--- src/rtl/serial_sub_pkg.sv ---
// Shared types and constants for the bit-serial subtractor.
// Flag indices address the registered N/Z/C/V vector in the top level.
package serial_sub_pkg;

    typedef enum logic [1:0] {
        IDLE = 2'd0,
        RUN  = 2'd1,
        DONE = 2'd2
    } sub_state_t;

    localparam int unsigned FLAG_N    = 0;
    localparam int unsigned FLAG_Z    = 1;
    localparam int unsigned FLAG_C    = 2;
    localparam int unsigned FLAG_V    = 3;
    localparam int unsigned NUM_FLAGS = 4;

endpackage

--- src/rtl/full_subtractor.sv ---
// One-bit full subtractor cell: diff = a - b - borrow_in, with borrow out.
// Written as explicit gates, the counterpart of the adder cell.
module full_subtractor (
    output logic diff,
    output logic borrow_out,
    input  logic a,
    input  logic b,
    input  logic borrow_in
);

    logic a_xor_b;
    logic not_a_and_b;
    logic same_and_bin;

    assign a_xor_b      = a ^ b;
    assign diff         = a_xor_b ^ borrow_in;
    assign not_a_and_b  = ~a & b;
    assign same_and_bin = ~a_xor_b & borrow_in;
    assign borrow_out   = not_a_and_b | same_and_bin;

endmodule

--- src/rtl/serial_subtractor.sv ---
// Bit-serial a - b, LSB first, one reused full-subtractor cell and a registered borrow.
// Define SERIAL_SUB_FLAGS_EN to generate the N/Z/C/V flag registers; otherwise flags read 0.
module serial_subtractor
    import serial_sub_pkg::*;
#(
    parameter int unsigned WIDTH = 64
) (
    input  logic             clk,
    input  logic             reset_n,
    input  logic             start,
    input  logic [WIDTH-1:0] a,
    input  logic [WIDTH-1:0] b,
    output logic             busy,
    output logic             done,
    output logic [WIDTH-1:0] result,
    output logic             negative,
    output logic             zero,
    output logic             carry,
    output logic             overflow
);

    localparam int unsigned CNT_W = (WIDTH > 1) ? $clog2(WIDTH) : 1;
    localparam logic [CNT_W-1:0] LAST_BIT = CNT_W'(WIDTH - 1);

    sub_state_t       state_q, state_d;
    logic [WIDTH-1:0] a_q, b_q, result_q;
    logic [CNT_W-1:0] cnt_q;
    logic             borrow_q;
    logic             cell_diff, cell_bout;
    logic             accept, last_bit;

    assign accept   = start && (state_q != RUN);
    assign last_bit = (state_q == RUN) && (cnt_q == LAST_BIT);

    // Operands rotate right, so bit 0 always holds the bit being processed.
    full_subtractor u_cell (
        .diff       (cell_diff),
        .borrow_out (cell_bout),
        .a          (a_q[0]),
        .b          (b_q[0]),
        .borrow_in  (borrow_q)
    );

    always_comb begin
        state_d = state_q;
        unique case (state_q)
            IDLE, DONE: state_d = start ? RUN : IDLE;
            RUN:        state_d = (cnt_q == LAST_BIT) ? DONE : RUN;
            default:    state_d = IDLE;
        endcase
    end

    always_ff @(posedge clk or negedge reset_n) begin
        if (!reset_n) begin
            state_q <= IDLE;
        end else begin
            state_q <= state_d;
        end
    end

    always_ff @(posedge clk or negedge reset_n) begin
        if (!reset_n) begin
            a_q      <= '0;
            b_q      <= '0;
            result_q <= '0;
            cnt_q    <= '0;
            borrow_q <= 1'b0;
        end else if (accept) begin
            a_q      <= a;
            b_q      <= b;
            result_q <= '0;
            cnt_q    <= '0;
            borrow_q <= 1'b0;
        end else if (state_q == RUN) begin
            a_q             <= {a_q[0], a_q[WIDTH-1:1]};
            b_q             <= {b_q[0], b_q[WIDTH-1:1]};
            result_q[cnt_q] <= cell_diff;
            borrow_q        <= cell_bout;
            if (!last_bit) begin
                cnt_q <= cnt_q + 1'b1;
            end
        end
    end

    assign busy   = (state_q == RUN);
    assign done   = (state_q == DONE);
    assign result = result_q;

`ifdef SERIAL_SUB_FLAGS_EN
    logic [NUM_FLAGS-1:0] flags_q;
    logic [WIDTH-1:0]     result_fin;

    // Final result as it will be after the last RUN edge (MSB not yet stored).
    always_comb begin
        result_fin            = result_q;
        result_fin[WIDTH-1]   = cell_diff;
    end

    always_ff @(posedge clk or negedge reset_n) begin
        if (!reset_n) begin
            flags_q <= '0;
        end else if (accept) begin
            flags_q <= '0;
        end else if (last_bit) begin
            flags_q[FLAG_N] <= cell_diff;
            flags_q[FLAG_Z] <= ~|result_fin;
            flags_q[FLAG_C] <= ~cell_bout;
            // On the last bit a_q[0]/b_q[0] hold the operand sign bits.
            flags_q[FLAG_V] <= (a_q[0] ^ b_q[0]) & (cell_diff ^ a_q[0]);
        end
    end

    assign negative = flags_q[FLAG_N];
    assign zero     = flags_q[FLAG_Z];
    assign carry    = flags_q[FLAG_C];
    assign overflow = flags_q[FLAG_V];
`else
    assign negative = 1'b0;
    assign zero     = 1'b0;
    assign carry    = 1'b0;
    assign overflow = 1'b0;
`endif

endmodule

--- config.mk ---
export PLATFORM = sky130hd
export DESIGN_NAME = serial_subtractor
export DESIGN_NICKNAME = d
export VERILOG_FILES = /design/src/rtl/serial_sub_pkg.sv /design/src/rtl/full_subtractor.sv /design/src/rtl/serial_subtractor.sv
export SDC_FILE = /design/constraint.sdc
export NUM_CORES = 1
export LEC_CHECK = 0
export CAP_MARGIN = 0
export CORE_MARGIN = 4
export CORE_UTILIZATION = 55
export DETAILED_ROUTE_END_ITERATION = 8
export PLACE_DENSITY = 0.88
export SLEW_MARGIN = 20
export SYNTH_ARGS = -nofsm -noshare
export SYNTH_HDL_FRONTEND = slang
export SYNTH_HIERARCHICAL = 1
export SYNTH_SLANG_ARGS = --single-unit
--- constraint.sdc ---
create_clock -name clk -period 4.58 [get_ports clk]
set_input_delay 0.458 -clock clk [delete_from_list [all_inputs] [get_ports clk]]
set_output_delay 0.458 -clock clk [all_outputs]
set_load 0.005 [all_outputs]
# [Word level (Yosys, flattened, before mapping)]
# Cells that the tools add are included.
[totals] regBits=201 input_bits=131 out_inout_bits=70
[classes] addsub=1 magnitude_cmp=2 n_eq_ne=5 muxes=17 n_bitwise=7 reduce_logical=7
[op_table] cell="64-bit two-way mux" count=6
[op_table] cell="64-bit bitwise mux" count=1
[op_table] cell="6-bit two-way mux" count=3
[op_table] cell="6-bit by 7-bit < comparator with 1-bit output, second input constant" count=1
[op_table] cell="6-bit by 1-bit adder with 6-bit output, second input constant" count=1
[op_table] cell="1-bit demux with 6-bit select" count=1
[op_table] cell="6-bit == test, second input constant" count=1
[op_table] cell="6-bit by 1-bit >= comparator with 1-bit output, second input constant" count=1
[op_table] cell="1-bit two-way mux" count=4
[op_table] cell="2-bit case mux with 2 select lines" count=1
[op_table] cell="1-bit logical AND" count=3
[op_table] cell="1-bit bitwise AND" count=2
[op_table] cell="2-bit by 1-bit == test with 1-bit output, second input constant" count=1
[op_table] cell="2-bit == test, second input constant" count=1
[op_table] cell="2-bit zero test" count=1
[op_table] cell="2-bit two-way mux" count=1
[op_table] cell="2-bit by 1-bit != test with 1-bit output, second input constant" count=1
[op_table] cell="2-bit != test, second input constant" count=1
[op_table] cell="1-bit NOT" count=2
[op_table] cell="2-bit AND reduction" count=1
[op_table] cell="2-bit nonzero test" count=1
[op_table] cell="2-bit OR reduction" count=1
[op_table] cell="1-bit bitwise XOR" count=2
[op_table] cell="1-bit bitwise OR" count=1

# [Logic depth before layout (Yosys ltp)]
# Gate-level depths: netlist of run 1.
[depth] word_depth=7 ltp_mapped=9 mapped_depth_nobuf=5

# [Hierarchy]
# The synthesis of run 1 kept the hierarchy.
[modules_own_cells] module="serial_subtractor" n_inst=1 cells_per_inst=925 area_per_inst_um2=9799.4
[modules_own_cells] module="full_subtractor" n_inst=1 cells_per_inst=4 area_per_inst_um2=31.3

# [Worst setup path after synthesis of run 1]
# Ideal clock, no wire load.
[synth_path] kind="register to register" from="register a_q[0]" to="register result_q[50], in the netlist result[50]" setup_time_ps=65 t_arrival_ps=1605 required_ps=4515 setup_slack_ps=2911 path_stages_with_launch=6 path_buffers=2 period_less_slack_ps=1669 cell_sequence="dfrtp_1 -> fa_1 -> buf_1 -> clkbuf_1 -> and3_1 -> a31o_2"
[synth_via] elab_chain_cells=5
[synth_rtl] element="start: declaration" line_no="serial_subtractor.sv:26" source="logic [WIDTH-1:0] a_q, b_q, result_q;"
[synth_rtl] element="start signal: assignment" line_no="serial_subtractor.sv:75" source="a_q <= {a_q[0], a_q[WIDTH-1:1]};"
[synth_rtl] element="1-bit bitwise XOR" line_no="full_subtractor.sv:15" source="assign a_xor_b = a ^ b;"
[synth_rtl] element="1-bit bitwise XOR" line_no="full_subtractor.sv:16" source="assign diff = a_xor_b ^ borrow_in;"
[synth_rtl] element="via cell_diff" line_no="serial_subtractor.sv:29" source="logic cell_diff, cell_bout;"
[synth_rtl] element="64-bit bitwise mux" line_no="serial_subtractor.sv:77" source="result_q[cnt_q] <= cell_diff;"
[synth_rtl] element="64-bit two-way mux" line_no="serial_subtractor.sv:74" source="end else if (state_q == RUN) begin"
[synth_rtl] element="64-bit two-way mux" line_no="serial_subtractor.sv:68" source="end else if (accept) begin"
[synth_rtl] element="end signal: indexed assignment" line_no="serial_subtractor.sv:77"
[synth_rtl] element="end: declaration" line_no="serial_subtractor.sv:26"
# The timed path passes the listed nets, and every way through them passes these cells. The select of a mux whose other input is x is not followed.
# A chain may end at the register's enable or synchronous reset.

# [Final worst setup path of run 1]
[layout_path] from="register state_q[1]" to="output port busy"
[layout_via] elab_chain_cells=1
[layout_rtl] element="start: declaration" line_no="serial_subtractor.sv:25" source="sub_state_t state_q, state_d;"
[layout_rtl] element="start signal: assignment" line_no="serial_subtractor.sv:57" source="state_q <= state_d;"
[layout_rtl] element="2-bit by 1-bit == test with 1-bit output" line_no="serial_subtractor.sv:85" source="assign busy = (state_q == RUN);"
[layout_rtl] element="end: declaration" line_no="serial_subtractor.sv:13" source="output logic busy,"
# Every way passes these cells.

==> impl_metrics.csv, run 1 <==
group,metric,value,unit
cts,insertion_delay,490,ps
synthesis,synth_top_family_by_area,"simple AND/OR/NAND/NOR gates",
sta,max_freq,0.360,GHz
cts,clkTransAtPathRegs,60,ps
critical_path,crit_path_start_kind,"flip-flop",
routing,drtPass1Iterations,7,
critical_path,regToRegEndpoint,"cnt_q[1]",
synthesis,synth_compound_area_share,12.9,%
global_route,overflow,0,
hold_path,worstHoldPathType,"in2async",
synthesis,synth.top_cell.area_share,51.2,%
critical_path,path_max_fanout,17,
critical_path,rrSetupSlack,2170,ps
sta,tns,0,ps
synthesis,ys_warn_count,6,
sta,skew,9.39,ps
synthesis,avgSynthCellArea,10.6,sq um
floorplanning,core_area,0.0174,sq mm
critical_path,critPathSlowestCell,"clkdlybuf4s50_1",
synthesis,synth_fa_ha_area_share,0.331,%
cts,cts_resized,0,
floorplanning,start_util,56.4,%
finish,drive_gt1_share,11.0,%
synthesis,yosys.area_share.simple,15.7,%
cts,postCtsSetupRepairBufs,0,
synthesis,muxShareOfSynthArea,14.4,%
cts,cts_tree,"done",
synthesis,synth_cell_type_count,48,
floorplanning,die_w,142,um
run_status,status,"completed",
synthesis,syn_inst,929,
routing,viasPerCell,5.62,
finish,syn2layout_area_growth,26.8,%
synthesis,synth_seq_cells,201,
routing,routed-via-count,7391,
global_route,antenna_found_initial,1,
critical_path,critPathMaxStageDelay,590,ps
place,place_congestion,0.784,
sta,slew_violations,0,
global_route,grt_pass1_vias,7451,
cts,ctsRootBufferMaster,"clkbuf_16",
power,p_total,0.00759,W
critical_path,crit_required,4120,ps
power,ir_drop,0.393,mV
sta,post-route-min-period,2780,ps
critical_path,cp-end-kind,"output pin",
sta,worst-slew-pin-transition,990,ps
sta,fin_crit_sh,60.7,%
cts,cts_hold_buffers,0,
critical_path,reg2reg_from,"state_q[1]",
cts,clk_path_buf_depth,3,
critical_path,endpoint,"busy",
routing,wl_per_cell,17.3,um
place,portBuffers,196,
floorplanning,io_pins,201,
routing,final_antenna_net_count,0,
finish,fill_cells,1280,
sta,slew_headroom,34.0,%
synthesis,syn_area,0.00983,sq mm
cts,numCtsBuffers,22,
critical_path,path_class,"reg2out",
routing,wl,22800,um
flow_run,max_cap_violations,0,
global_route,grt_pass1_wl,37300,um
routing,drc_errors,0,
floorplanning,die-area,0.0201,sq mm
sta,setup_slack,1800,ps
critical_path,cp_cell_sequence,"nand2b_1 > inv_6 > clkdlybuf4s50_1",
power,total_leakage_power,5.88,nW
global_route,grt_max_degree,265,
floorplanning,num_rows,48,
place,hpwl,15000,um
cts,htreeDepth,1,
synthesis,synth_area_leader_cell,"dfrtp_1",
critical_path,rr_worst_depth,5,
synthesis,synthTopCellsByArea,"dfrtp_1 (51%), mux2i_1 (13%), nand2_1 (7.0%), o21ai_0 (6.5%), a31o_2 (4.1%)",
place,pre_cts_ws,2160,ps
critical_path,crit_arrival,2320,ps
sta,hold_viol_final,0,
power,power_density,609,mW/mm^2
sta,grt_setup_unrepaired,"no",
routing,drtIter0Drc,476,
synthesis,synth_xor_area_share,0,%
cts,clock_sinks,201,
finish,final_nets,1206,
floorplanning,fp.dieH,142,um
critical_path,startpoint,"state_q[1]",
global_route,track_usage,22.3,%
synthesis,ys_seq_area_share,51.2,%
sta,finalSetupViolCount,0,
-- cells in the mapped netlist (all sizes together) --
| cell | n |
|---|---|
| dfrtp | 201 |
| nand2 | 183 |
| mux2i | 128 |
| o21ai | 128 |
| buf | 62 |
| a31o | 52 |
| and3 | 52 |
| clkbuf | 25 |
| a21boi | 12 |
| mux2 | 12 |
| and4bb | 9 |
| nor2 | 8 |
| nand2b | 7 |
| inv | 6 |
| nand4b | 6 |
| nor4b | 6 |
| and2 | 3 |
| and4b | 3 |
| nand3 | 3 |
| nor3 | 3 |
| and4 | 2 |
| a211oi | 1 |
| a21o | 1 |
| a21oi | 1 |
| a22o | 1 |
| a311oi | 1 |
| a31oi | 1 |
| a32o | 1 |
| a41oi | 1 |
| conb | 1 |
| fa | 1 |
| ha | 1 |
| nand3b | 1 |
| nand4bb | 1 |
| nor2b | 1 |
| nor4 | 1 |
| nor4bb | 1 |
| o22ai | 1 |
| o31ai | 1 |
-- cells by family (layout without fill, tap and decap cells) --
group,after synthesis,count (layout)
simple gates,290,290
compound gates,202,202
flops,201,201
mux,140,140
buf+inv,93,249
fa+ha+maj,2,2
other cells,1,5
-- how the worst min path moves through the flow --
stage                 start    endpoint
floorplan           reset_n      a_q[0]
global placement    b_q[34]     b_q[33]
detailed placement  a_q[48]     a_q[47]
CTS                 reset_n  result[10]
global route        reset_n   result[7]
finish              reset_n   result[7]
-- metal layers --
metal  vias to the layer above  wire length, um  GRT usage [%]
met3                        33             1850           6.24
met2                       231            11100           36.7
met1                      3571             9320           29.3
met4                         0              482           5.86
li1                       3556                -              -
met5                         -                0              0
-- registers in the layout, summed over array words and instances (netlist names) --
| register | count |
|---|---|
| a_q | 64 |
| b_q | 64 |
| borrow_q | 1 |
| cnt_q | 6 |
| result | 64 |
| state_q | 2 |
-- cells in the final DEF (no fill, tap or decap), types with 8 or more instances in the layout --
master	n
dfrtp_1	201
clkdlybuf4s50_1	194
clkbuf_16	23
a31o_2	46
mux2i_1	128
a21boi_0	12
and3_1	52
nand2_1	183
nor2_1	8
o21ai_0	128
mux2_2	12
-- power breakdown --
part	switching [W]	internal [W]	total, W
Sequential	0.000592	0.00253	0.00312
Combinational	0.00131	0.00123	0.00254
Clock	0.000711	0.00122	0.00193
-- final cells by class --
| cell class | instances | area [sq um] | share of cell area [%] |
|---|---|---|---|
| clock buffer | 30 | 652 | 5.23 |
| inverter | 6 | 27.5 | 0.221 |
| tap | 225 | 282 | 2.26 |
| antenna | 1 | 2.50 | 0.0201 |
| sequential | 201 | 5030 | 40.4 |
| clock inverter | 9 | 148 | 1.18 |
| multi-input combinational | 638 | 4280 | 34.4 |
| timing repair buffer | 204 | 2040 | 16.4 |
-- worst max-delay path, delay by kind of cell, from the launching register on --
kind	cells	cell delay, ps
buf+inv	2	770
flops	1	520
simple gates	1	530
-- stage by stage --
step / instance area, sq um / util [%] / instances / hold WS (ps)
final: 12500 / 71.6 / 1314 / 128
after global routing: 12500 / 71.6 / 1314 / 192
after CTS: 12500 / 71.5 / 1313 / 164
after detailed placement: 11700 / 66.9 / 1274 / 464
after global placement: 11700 / 66.9 / 1274 / 454
after floorplan: 9840 / - / 932 / 162
Note: power is estimated with default switching activity, not from simulation.
==> inputs of run 2 (changes only) <==
--- a/config.mk
+++ b/config.mk
@@ -7,9 +7,9 @@
 export LEC_CHECK = 0
 export CAP_MARGIN = 0
 export CORE_MARGIN = 4
-export CORE_UTILIZATION = 55
+export CORE_UTILIZATION = 47
 export DETAILED_ROUTE_END_ITERATION = 8
-export PLACE_DENSITY = 0.88
+export PLACE_DENSITY = 0.8
 export SLEW_MARGIN = 20
 export SYNTH_ARGS = -nofsm -noshare
 export SYNTH_HDL_FRONTEND = slang
==> constraint.sdc (replaced) <==
create_clock -name clk -period 2.26 [get_ports clk]
set_input_delay 0.226 -clock clk [delete_from_list [all_inputs] [get_ports clk]]
set_output_delay 0.226 -clock clk [all_outputs]
set_load 0.005 [all_outputs]
==> impl_metrics.csv, run 2 (synthesis gave the netlist of run 1 again) <==
group,metric,value,unit
cts,clkTransAtPathRegs,60,ps
global_route,grt_max_degree,72,
critical_path,rr_worst_depth,3,
finish,mostFrequentLayoutCells,"dfrtp_1 (201), clkdlybuf4s50_1 (194), nand2_1 (183)",
power,ir_drop,0.806,mV
global_route,track_usage,19.2,%
place,placed_cells,1334,
place,place_congestion,0.811,
finish,layout.cells.most_common,"dfrtp_1",
place,hpwl,15500,um
cts,ctsRootBufferMaster,"clkbuf_16",
sta,tns,0,ps
critical_path,path_max_fanout,33,
critical_path,critPathSlowestCell,"clkdlybuf4s50_1",
critical_path,cp_cell_sequence,"nand2b_1 > inv_6 > clkdlybuf4s50_1",
sta,fin_crit_sh,95.2,%
critical_path,crit_required,2030,ps
sta,worst-slew-pin-transition,767,ps
finish,num_antenna_cells,0,
floorplanning,start_util,48.1,%
critical_path,rrSetupSlack,390,ps
cts,numCtsBuffers,23,
floorplanning,fp.dieH,153,um
cts,cts_tree,"done",
critical_path,path_class,"reg2out",
sta,setup_slack,109,ps
sta,grt_setup_unrepaired,"no",
routing,wl,23200,um
finish,final_nets,1223,
sta,hold_viol_final,0,
critical_path,critPathMaxStageDelay,630,ps
floorplanning,die-area,0.0233,sq mm
cts,postCtsSetupRepairBufs,0,
critical_path,crit_path_start_kind,"flip-flop",
sta,finalSetupViolCount,0,
finish,drive_gt1_share,12.4,%
cts,clock_sinks,201,
finish,fin_util,62.4,%
sta,post-route-min-period,2150,ps
power,power_density,1240,mW/mm^2
flow_run,max_cap_violations,0,
routing,drtIter0Drc,446,
finish,design_area,0.0127,sq mm
sta,slew_headroom,48.9,%
global_route,grt_pass1_vias,7424,
finish,finalNonFillerCells,1376,
place,portBuffers,196,
critical_path,cp_num_buf_inv,2,
routing,wl_per_cell,16.8,um
finish,fill_cells,1656,
floorplanning,die_w,153,um
routing,drtPass1Iterations,5,
cts,htreeDepth,1,
floorplanning,core_area,0.0204,sq mm
cts,clk_path_buf_depth,3,
finish,syn2layout_area_growth,29.7,%
global_route,antenna_found_initial,0,
place,dpl-instance-area,0.0119,sq mm
critical_path,cp_num_cells,3,
sta,max_freq,0.465,GHz
global_route,overflow,0,
cts,insertion_delay,490,ps
floorplanning,io_pins,201,
hold_path,worstHoldPathType,"in2reg",
sta,slew_violations,0,
routing,routed-via-count,7389,
critical_path,crit_family,"buffers and inverters",
run_status,status,"completed",
power,total_leakage_power,5.99,nW
floorplanning,num_rows,52,
critical_path,crit_arrival,1920,ps
hold_path,min_path_cells,2,
global_route,grt_pass1_wl,38100,um
critical_path,cp-end-kind,"output pin",
routing,viasPerCell,5.37,
routing,final_antenna_net_count,0,
sta,skew,12.9,ps
place,pre_cts_ws,442,ps
routing,drc_errors,0,
-- run 2: worst paths after layout --
kind | start | to
hold / removal | start | state_q[0]
setup reg to reg | cnt_q[3] | cnt_q[5]
hold reg to reg | a_q[20] | a_q[19]
min in group asynchronous | reset_n | result[14]
max in group asynchronous | reset_n | b_q[27]
setup / recovery | state_q[1] | busy
-- run 2: timing repair --
action	in CTS	in global routing
resized for setup	0	0
hold buffers	1	0
hold endpoints to repair	49	0
-- run 2: layout make-up --
| class | count | area, sq um | area share [%] |
|---|---|---|---|
| clock buffer | 29 | 638 | 5.00 |
| clock inverter | 12 | 194 | 1.52 |
| inverter | 6 | 27.5 | 0.216 |
| multi-input combinational | 638 | 4270 | 33.5 |
| sequential | 201 | 5030 | 39.5 |
| tap | 270 | 338 | 2.65 |
| timing repair buffer | 220 | 2250 | 17.6 |
-- run 2: metrics by stage --
| stage | hold slack (ps) | total power, W |
|---|---|---|
| final | 218 | 0.0158 |
| after global routing | 208 | 0.0169 |
| after CTS | 196 | 0.0159 |
| after detailed placement | 227 | 0.0117 |
| after global placement | 229 | 0.0115 |
| after floorplan | -69.6 | 0.00968 |
-- run 2: power by group --
part / switching, W / internal [W] / leakage, nW
combinational: 0.00275 / 0.00270 / 2.99
sequential: 0.00111 / 0.00512 / 2.60
clock: 0.00150 / 0.00257 / 0.406
-- run 2: routing by layer --
| layer | GRT usage, % | up-vias | wire (um) |
|---|---|---|---|
| met4 | 4.45 | 0 | 370 |
| met5 | 0 | - | 0 |
| met1 | 25.2 | 3595 | 9830 |
| met3 | 5.74 | 27 | 1790 |
| li1 | - | 3580 | - |
| met2 | 31.7 | 187 | 11200 |
==> inputs of run 3 (changes only) <==
--- a/config.mk
+++ b/config.mk
@@ -9,7 +9,8 @@
 export CORE_MARGIN = 4
 export CORE_UTILIZATION = 47
 export DETAILED_ROUTE_END_ITERATION = 8
-export PLACE_DENSITY = 0.8
+export PLACE_DENSITY = 0.86
+export SKIP_LAST_GASP = 1
 export SLEW_MARGIN = 20
 export SYNTH_ARGS = -nofsm -noshare
 export SYNTH_HDL_FRONTEND = slang
==> impl_metrics.csv, run 3 (synthesis gave the netlist of run 1 again) <==
group,metric,value,unit
sta,grt_setup_unrepaired,"no",
cts,clock_sinks,201,
place,dpl-instance-area,0.0119,sq mm
cts,clk_path_buf_depth,3,
critical_path,crit_family,"buffers and inverters",
routing,routed-via-count,7391,
routing,wl_per_cell,16.7,um
finish,final_nets,1219,
sta,post-route-min-period,2170,ps
floorplanning,io_pins,201,
finish,fill_cells,1684,
routing,viasPerCell,5.39,
critical_path,crit_path_start_kind,"flip-flop",
cts,ctsRootBufferMaster,"clkbuf_16",
routing,wl,22900,um
power,ir_drop,0.711,mV
finish,syn2layout_area_growth,28.2,%
power,total_leakage_power,5.92,nW
finish,seq_area,0.00503,sq mm
sta,finalSetupViolCount,0,
routing,drtPass1Iterations,4,
critical_path,crit_required,2030,ps
finish,num_antenna_cells,0,
finish,drive_gt1_share,11.9,%
routing,final_antenna_net_count,0,
cts,cts_tree,"done",
critical_path,path_max_fanout,13,
cts,htreeDepth,1,
floorplanning,start_util,48.1,%
run_status,status,"completed",
sta,slew_violations,0,
floorplanning,core_area,0.0204,sq mm
flow_run,max_cap_violations,0,
sta,hold_viol_final,0,
routing,drc_errors,0,
finish,design_area,0.0126,sq mm
finish,multiInputGateArea,0.00428,sq mm
floorplanning,die-area,0.0233,sq mm
global_route,grt_pass1_wl,37500,um
sta,max_freq,0.462,GHz
critical_path,cp_cell_sequence,"nand2b_4 > inv_6 > clkdlybuf4s50_1",
global_route,grt_max_degree,109,
global_route,track_usage,18.9,%
critical_path,critPathMaxStageDelay,560,ps
routing,drtIter0Drc,422,
critical_path,crit_arrival,1940,ps
cts,clkTransAtPathRegs,60,ps
floorplanning,fp.dieH,153,um
cts,numCtsBuffers,22,
critical_path,cp_num_buf_inv,2,
finish,mostFrequentLayoutCells,"dfrtp_1 (200), clkdlybuf4s50_1 (194), nand2_1 (183)",
sta,slew_headroom,45.1,%
hold_path,worstHoldPathType,"in2reg",
global_route,grt_pass1_vias,7430,
finish,layout.cells.most_common,"dfrtp_1",
critical_path,cp-end-kind,"output pin",
sta,worst-slew-pin-transition,824,ps
sta,tns,0,ps
place,place_congestion,0.773,
place,portBuffers,196,
floorplanning,die_w,153,um
cts,postCtsSetupRepairBufs,0,
global_route,overflow,0,
cts,insertion_delay,500,ps
global_route,antenna_found_initial,0,
critical_path,path_class,"reg2out",
sta,fin_crit_sh,95.8,%
sta,skew,4.77,ps
critical_path,critPathSlowestCell,"clkdlybuf4s50_1",
power,power_density,1210,mW/mm^2
place,hpwl,15400,um
floorplanning,num_rows,52,
run 3: changes by cell type in the layout (fill, tap and decap cells not counted), sizes merged:
cell / delta
buf: -3
inv: -1
clkinvlp: -2
bufinv: -3
clkinv: +3
run 3: cell type report:
cell class                      instances  area share [%]
Sequential cell                       201            39.9
Clock inverter                          9           0.754
Timing Repair Buffer                  217            17.6
Inverter                                6           0.218
Tap cell                              270            2.68
Clock buffer                           29            4.90
Multi-Input combinational cell        638            34.0
run 3: layer usage:
| layer | track usage, % | wire length (um) |
|---|---|---|
| met2 | 31.8 | 11100 |
| met3 | 5.88 | 1700 |
| met4 | 4.33 | 500 |
| met1 | 24.1 | 9680 |
| met5 | 0 | 0 |
run 3: power by group:
group | internal (W) | switching [W] | total (W)
clock network | 0.00214 | 0.00143 | 0.00357
registers | 0.00512 | 0.00112 | 0.00624
logic | 0.00268 | 0.00275 | 0.00543
total | 0.00995 | 0.00530 | 0.0152
run 3: path summary, 6_finish.rpt:
path | start | endpoint | cells after the start | slack, ps
worst max-delay path | state_q[1] | busy | 3 | 90
worst min-delay path | start | state_q[0] | 2 | 200
worst max register to register | cnt_q[0] | cnt_q[5] | 3 | 380
worst min register to register | a_q[47] | a_q[46] | 2 | 480
max in group asynchronous | reset_n | result[34] | 3 | 1300
min in group asynchronous | reset_n | result[7] | 2 | 270
run 3: what timing repair did:
item | CTS | global route
pin swaps | 0 | 0
endpoints found under the hold margin | 49 | 0
resized for setup | 2 | 1
endpoints found under the setup margin | 1 | 1
hold buffers | 1 | 0
run 3: per-stage QoR:
step | util, % | std cells | setup WS (ps) | hold slack, ps | total power [W]
final | 61.7 | 1370 | 94.3 | 198 | 0.0152
after global routing | 61.7 | 1370 | 5.13 | 195 | 0.0163
after CTS | 61.7 | 1370 | 80.2 | 182 | 0.0154
after detailed placement | 58.1 | 1331 | 365 | 229 | 0.0117
after global placement | 58.1 | 1331 | 425 | 223 | 0.0115
after floorplan | - | 932 | 591 | -69.6 | 0.00968
